===== config.mk =====
export PLATFORM = sky130hd
export DESIGN_NAME = txrx_buf
export DESIGN_NICKNAME = d
export VERILOG_FILES = /design/src/rtl/txrx_buf.sv
export SDC_FILE = /design/constraint.sdc
export NUM_CORES = 1
export LEC_CHECK = 0
export ABC_CLOCK_PERIOD_IN_PS = 4200
export CAP_MARGIN = 25
export CORE_MARGIN = 5
export CORE_UTILIZATION = 58
export DETAILED_ROUTE_END_ITERATION = 10
export GPL_TIMING_DRIVEN = 0
export PLACE_DENSITY_LB_ADDON = 0.25
export SLEW_MARGIN = 20
export SYNTH_ARGS = -nofsm -noshare
export SYNTH_HDL_FRONTEND = slang
export SYNTH_HIERARCHICAL = 1
export SYNTH_SLANG_ARGS = --single-unit

===== constraint.sdc =====
create_clock -name clk -period 4.2 [get_ports clk]
set_input_delay 1.26 -clock clk [delete_from_list [all_inputs] [get_ports clk]]
set_output_delay 1.26 -clock clk [all_outputs]
set_load 0.05 [all_outputs]

===== src/rtl/txrx_buf.sv =====
// Buffered CPU front-end for the radio TX/RX byte streams: byte FIFOs both ways,
// channel/access-address registers, CRC-good packet counter. Optional IRQ block: TXRX_IRQ_EN.

module txrx_fifo #(
  parameter int DEPTH = 16,
  parameter int LVL_W = $clog2(DEPTH) + 1
) (
  input  logic             clk,
  input  logic             rst_n,
  input  logic             flush,
  input  logic             push,
  input  logic             pop,
  input  logic [7:0]       din,
  output logic [7:0]       head,
  output logic [LVL_W-1:0] level,
  output logic             empty,
  output logic             full,
  output logic             drop
);
  localparam int PW = $clog2(DEPTH);

  logic [7:0]    mem [DEPTH];
  logic [PW-1:0] wr_ptr, rd_ptr;
  logic          do_push, do_pop;

  assign empty   = (level == '0);
  assign full    = (level == LVL_W'(DEPTH));
  // A pop frees a slot in the same cycle, so a push into a full FIFO is still taken.
  assign do_pop  = pop & ~empty;
  assign do_push = push & (~full | do_pop);
  assign drop    = push & full & ~do_pop;
  assign head    = mem[rd_ptr];

  always_ff @(posedge clk) begin
    if (!rst_n || flush) begin
      wr_ptr <= '0;
      rd_ptr <= '0;
      level  <= '0;
    end else begin
      if (do_push) wr_ptr <= wr_ptr + PW'(1);
      if (do_pop)  rd_ptr <= rd_ptr + PW'(1);
      level <= level + LVL_W'(do_push) - LVL_W'(do_pop);
    end
  end

  always_ff @(posedge clk) begin
    if (do_push && !flush) mem[wr_ptr] <= din;
  end
endmodule

module txrx_buf #(
  parameter int          DEPTH  = 16,
  parameter int          N_CH   = 40,
  parameter int          CH_W   = 6,
  parameter logic [31:0] AA_RST = 32'h8E89BED6
) (
  input  logic            clk,
  input  logic            rst_n,
  input  logic            valid,
  input  logic [3:0]      address,
  input  logic [31:0]     wdata,
  input  logic            wstrb,
  output logic [31:0]     rdata,
  output logic            ready,
  output logic            tx_start,
  output logic [7:0]      tx_byte,
  output logic            tx_byte_valid,
  input  logic            tx_byte_ready,
  input  logic [7:0]      rx_byte,
  input  logic            rx_byte_valid,
  input  logic            rx_pkt_end,
  input  logic            rx_crc_ok,
  output logic [31:0]     aa,
  output logic [CH_W-1:0] ch_idx,
  output logic            irq
);
  localparam int LVL_W = $clog2(DEPTH) + 1;

  logic             act, act_wr, act_rd;
  logic             tx_en, rx_en, tx_ovf, rx_ovf;
  logic [15:0]      pkt_cnt;
  logic             pkt_good, pkt_clr;
  logic [31:0]      rd_mux;
  logic [7:0]       tx_head, rx_head;
  logic [LVL_W-1:0] tx_level, rx_level;
  logic             tx_empty, tx_full, tx_drop, tx_push, tx_pop, tx_flush;
  logic             rx_empty, rx_full, rx_drop, rx_push, rx_pop, rx_flush;

  // A request acts once, in the cycle before its registered ready.
  assign act      = valid & ~ready;
  assign act_wr   = act & wstrb;
  assign act_rd   = act & ~wstrb;

  assign tx_push  = act_wr && (address == 4'd1);
  assign tx_flush = act_wr && (address == 4'd0) && wdata[2];
  assign tx_byte_valid = tx_en & ~tx_empty;
  assign tx_pop   = tx_byte_valid & tx_byte_ready;
  assign tx_byte  = tx_empty ? 8'h00 : tx_head;

  assign rx_push  = rx_en & rx_byte_valid;
  assign rx_pop   = act_rd && (address == 4'd2);
  assign rx_flush = act_wr && (address == 4'd0) && wdata[3];

  assign pkt_good = rx_pkt_end & rx_crc_ok;
  assign pkt_clr  = act_wr && (address == 4'd6);

  txrx_fifo #(.DEPTH(DEPTH), .LVL_W(LVL_W)) u_tx_fifo (
    .clk(clk), .rst_n(rst_n), .flush(tx_flush), .push(tx_push), .pop(tx_pop),
    .din(wdata[7:0]), .head(tx_head), .level(tx_level), .empty(tx_empty),
    .full(tx_full), .drop(tx_drop)
  );

  txrx_fifo #(.DEPTH(DEPTH), .LVL_W(LVL_W)) u_rx_fifo (
    .clk(clk), .rst_n(rst_n), .flush(rx_flush), .push(rx_push), .pop(rx_pop),
    .din(rx_byte), .head(rx_head), .level(rx_level), .empty(rx_empty),
    .full(rx_full), .drop(rx_drop)
  );

`ifdef TXRX_IRQ_EN
  logic [3:0] irq_mask, irq_pend, irq_ev, irq_clr;
  logic       tx_empty_q, irq_q;

  assign irq_ev  = {tx_drop | rx_drop, tx_empty & ~tx_empty_q,
                    rx_level >= LVL_W'(DEPTH / 2), pkt_good};
  assign irq_clr = (act_wr && (address == 4'd8)) ? wdata[3:0] : 4'h0;
  assign irq     = irq_q;

  always_ff @(posedge clk) begin
    if (!rst_n) begin
      irq_mask   <= '0;
      irq_pend   <= '0;
      tx_empty_q <= 1'b1;
      irq_q      <= 1'b0;
    end else begin
      tx_empty_q <= tx_empty;
      irq_q      <= |(irq_pend & irq_mask);
      irq_pend   <= (irq_pend & ~irq_clr) | irq_ev;
      if (act_wr && (address == 4'd7)) irq_mask <= wdata[3:0];
    end
  end
`else
  assign irq = 1'b0;
`endif

  always_comb begin
    rd_mux = 32'hFFFF_FFFF;
    case (address)
      4'd0: rd_mux = {30'b0, rx_en, tx_en};
      4'd1: rd_mux = 32'h0;
      4'd2: rd_mux = rx_empty ? 32'h0 : {24'b0, rx_head};
      4'd3: rd_mux = {8'h00, 8'(rx_level), 8'(tx_level), 2'b00, tx_ovf, rx_ovf,
                      rx_full, rx_empty, tx_full, tx_empty};
      4'd4: rd_mux = aa;
      4'd5: rd_mux = 32'(ch_idx);
      4'd6: rd_mux = {16'h0, pkt_cnt};
`ifdef TXRX_IRQ_EN
      4'd7: rd_mux = {28'b0, irq_mask};
      4'd8: rd_mux = {28'b0, irq_pend};
`else
      4'd7: rd_mux = 32'h0;
      4'd8: rd_mux = 32'h0;
`endif
      default: rd_mux = 32'hFFFF_FFFF;
    endcase
  end

  always_ff @(posedge clk) begin
    if (!rst_n) begin
      ready    <= 1'b0;
      rdata    <= '0;
      tx_start <= 1'b0;
      tx_en    <= 1'b0;
      rx_en    <= 1'b0;
      aa       <= AA_RST;
      ch_idx   <= CH_W'(5);
      tx_ovf   <= 1'b0;
      rx_ovf   <= 1'b0;
      pkt_cnt  <= '0;
    end else begin
      ready    <= act;
      tx_start <= act_wr && (address == 4'd0) && wdata[4];
      if (act) rdata <= rd_mux;
      if (act_wr) begin
        case (address)
          4'd0: {rx_en, tx_en} <= wdata[1:0];
          4'd4: aa <= wdata;
          4'd5: if (wdata < 32'(N_CH)) ch_idx <= wdata[CH_W-1:0];
          default: ;
        endcase
      end
      // A new overflow in the clearing cycle wins over the clear.
      if (act_wr && (address == 4'd3)) begin
        tx_ovf <= 1'b0;
        rx_ovf <= 1'b0;
      end
      if (tx_drop) tx_ovf <= 1'b1;
      if (rx_drop) rx_ovf <= 1'b1;
      if (pkt_good)     pkt_cnt <= pkt_clr ? 16'd1 : pkt_cnt + 16'd1;
      else if (pkt_clr) pkt_cnt <= '0;
    end
  end
endmodule


==> impl_metrics.toml <==
[cts]
clkLatencyLatePin_ps = 530
clk_pin_slew_ps = 60
cts_buffers = 39
root_buffer = "clkbuf_16"
clk_path_buf_depth = 3
numClockSinks = 382
cts_hold_buf = 0
post_cts_buffers = 0
htreeDepth = 2
cts_tree = "built"

[logic_synthesis]
synth.area.top_cells = "edfxtp_1, dfxtp_1, mux4_2"
netlist.top_cell.by_area = "edfxtp_1"
ys_seq_area_share_pct = 65.4
synth_top_area_share_pct = 49.2
synth_seq_cells = 382
async_reset_ff_share_pct = 0
synth-edff-count = 256
syn_nets = 1188
ys.flop_type = "edfxtp_1"
ys_types = 62
yosysWarnings = 6
syn_area_sq_um = 15600
syn_avg_cell_area_sq_um = 14.0
syn_inst = 1113

[floorplanning]
pin_count = 134
coreArea_sq_um = 26700
rows = 60
die_area_sq_um = 30300
die_w_um = 174
initial_utilization_pct = 58.4
die_h_um = 174

[worst_setup_path]
crit_buf_inv = 4
rr_worst_depth = 15
cp_top_family = "simple AND/OR/NAND/NOR gates"
critPathRequiredTime_ps = 4350
critical_path.max_stage_delay_ps = 660
cp-end-kind = "register"
reg2reg_slack_ps = 290
worstSetupStartpointType = "input pin"
cp_max_fo = 10
path_depth = 10
crit_chain = "clkdlybuf4s50_1 -> nor2b_4 -> clkbuf_4 -> nand2_1 -> nor3_1 -> buf_2 -> o21ai_1 -> or2_2 -> buf_2 -> nor2_1"
setup.worst_path.class = "in -> reg"
crit_top_cell = "buf_2"
worstPathArrival_ps = 4190
cpMaxStageDelayCell = "nor2_1"

[global_routing]
grtUsageTotal_pct = 24.7
grt_pass1_wl_mm = 57.7
antenna_found_initial = 1
grt_pass1_vias = 9813
grt_max_degree = 21
grt_overflow = 0

[routing]
via_per_inst = 6.11
drt_pre_antenna_iters = 5
wl_met1_mm = 15.3
wl_per_cell_um = 22.9
drt_wl_total_mm = 38.0
ant_nets = 0
routed.top_layer = "met4"
vias = 10100
drc = 0
drtIter0Drc = 1145
wl_met3_mm = 2.45
wl_met2_mm = 19.1

[timing]
period_needed_ps = 4040
drv_slew = 0
final-hold-violation-count = 0
setup_ws_ps = 162
setup_viol = 0
rsz0062_at_grt = "no"
tightest_slew_ps = 898
period_share_pct = 96.1
fmax_mhz = 248
slew_headroom_pct = 39.9
finalClockSkew_ps = 21.1

[placed_design]
pre_cts_ws_ps = -959
gp_congestion = 0.902
dp_hpwl_mm = 26.3
io_buffers = 130
dp_cells = 1584

[layout]
stdcell_count = 1656
fin_nets = 1359
drive_above_1_share_pct = 11.6
syn2layout_area_growth_pct = 19.2

[pwr]
p_sw_share_pct = 21.7
p_leak_nw = 6.28
power.share.clock_pct = 42.8
seq_power_share_pct = 52.3
internal-power_w = 0.00608
p_sw_w = 0.00169
vdd_drop_max_mv = 0.462
combPwrFrac_pct = 4.9
p_per_area_nw_per_um2 = 417

[outcome]
status = "finished clean"

[run]
drv_cap = 0

[min_path]
hold_depth = 2
min_path_type = "reg -> reg"
[cell type report]
class                           count  area [sq um]
Sequential cell                   382         10200
Fill cell                        1802          8120
Multi-Input combinational cell    645          4970
Timing Repair Buffer              130          1300
Clock buffer                       49          1050
Tap cell                          341           427
Buffer                             65           370
Clock inverter                     22           184
Inverter                           21          82.6
Antenna cell                        1          2.50
[per-layer routing]
| metal | GRT usage (%) | up-vias |
|---|---|---|
| met5 | 0 | - |
| li1 | - | 4586 |
| met4 | 7.75 | 0 |
| met3 | 3.35 | 74 |
| met2 | 41.8 | 414 |
| met1 | 33.6 | 5037 |
[cells by family after synthesis]
kind of cell / synth area share, %
buffers and inverters: 2.85
AO/OA/AOI/OAI: 7.36
flip-flops: 65.4
AND/OR/NAND/NOR: 10.5
XOR/XNOR: 1.51
adder cells (fa/ha/maj): 1.94
other: 0.0240
multiplexers: 10.4
[through the flow]
step	setup TNS (ps)	util [%]	hold slack [ps]	power (W)	cell area, sq um
final	0	69.6	478	0.00776	18600
after global routing	0	69.6	505	0.00800	18600
after CTS	0	69.5	473	0.00780	18600
after detailed placement	-104270	64.9	464	0.00451	17300
after global placement	-100180	64.9	462	0.00451	17300
after floorplan	0	-	452	0.00432	15600
[power groups by stage]
| stage | Clock [W] | Combinational [W] | Sequential, W |
|---|---|---|---|
| final | 0.00333 | 0.000382 | 0.00406 |
| after global routing | 0.00354 | 0.000401 | 0.00406 |
| after CTS | 0.00337 | 0.000379 | 0.00406 |
| after detailed placement | 0 | 0.000378 | 0.00414 |
| after global placement | 0 | 0.000372 | 0.00414 |
| after floorplan | 0 | 0.0000913 | 0.00423 |
[placed cells by master (no fill, tap or decap), types with 5 or more instances in the layout]
master / instances
xor2_1: 16
a22oi_1: 47
edfxtp_1: 256
nand2_1: 133
and4_1: 5
xnor2_1: 11
nand4_1: 13
and2_1: 9
buf_6: 6
clkbuf_16: 40
mux4_1: 28
dlygate4sd2_1: 7
o31ai_1: 9
mux2i_1: 8
dfxtp_1: 126
nor2b_1: 13
ha_1: 21
a31oi_1: 9
mux4_2: 36
nand3_1: 29
a21oi_1: 58
inv_1: 20
clkbuf_1: 32
clkinv_1: 5
nor2_1: 79
buf_2: 22
clkinv_2: 8
nor4_1: 8
clkdlybuf4s25_2: 6
clkdlybuf4s50_1: 121
o21ai_0: 41
and3_1: 5
[worst paths after layout]
check | start | to
worst max-delay path | valid | u_rx_fifo/mem[10][1]
worst min-delay path | aa[22] | aa[22]
worst max register to register | u_tx_fifo/level[2] | u_tx_fifo/level[4]
worst min register to register | aa[22] | aa[22]
[sequential cells by signal, indices dropped and copies added, names as in the netlist, 4 cells and up, named ones only]
name,count
u_rx_fifo/mem,128
pkt_cnt,16
u_tx_fifo/level,5
rdata,32
u_tx_fifo/rd_ptr,4
ch_idx,6
u_rx_fifo/wr_ptr,4
u_tx_fifo/wr_ptr,4
aa,32
u_rx_fifo/rd_ptr,4
u_tx_fifo/mem,128
u_rx_fifo/level,5
[Yosys cell counts (all sizes together) (3+ instances only)]
library cell     n
nor2b           14
inv             21
xor2            16
buf             31
nand2b           3
or2              4
mux2i            8
or4b             3
o31ai            9
or4              4
and3             5
a221oi           4
nor4             9
a21oi           58
mux4            64
a22o             4
nand4           13
nand3           30
edfxtp         256
ha              21
o21ai           44
o211ai           4
clkbuf          28
a22oi           47
nand4bb          3
dfxtp          126
xnor2           11
nor3             3
and4             5
or3              6
and2            10
clkdlybuf4s25    6
nor2            80
nand2          133
a31oi            9
[worst min-delay path: stages, from the launching register on]
cell and delay [ps]:
dfxtp_1 320, nand2_1 60, a21oi_1 50
[repair_timing]
item	CTS	global route
setup endpoints to repair	138	68
pin swaps	0	0
resized for setup	10	8
Power figures use the tool's default switching activity.
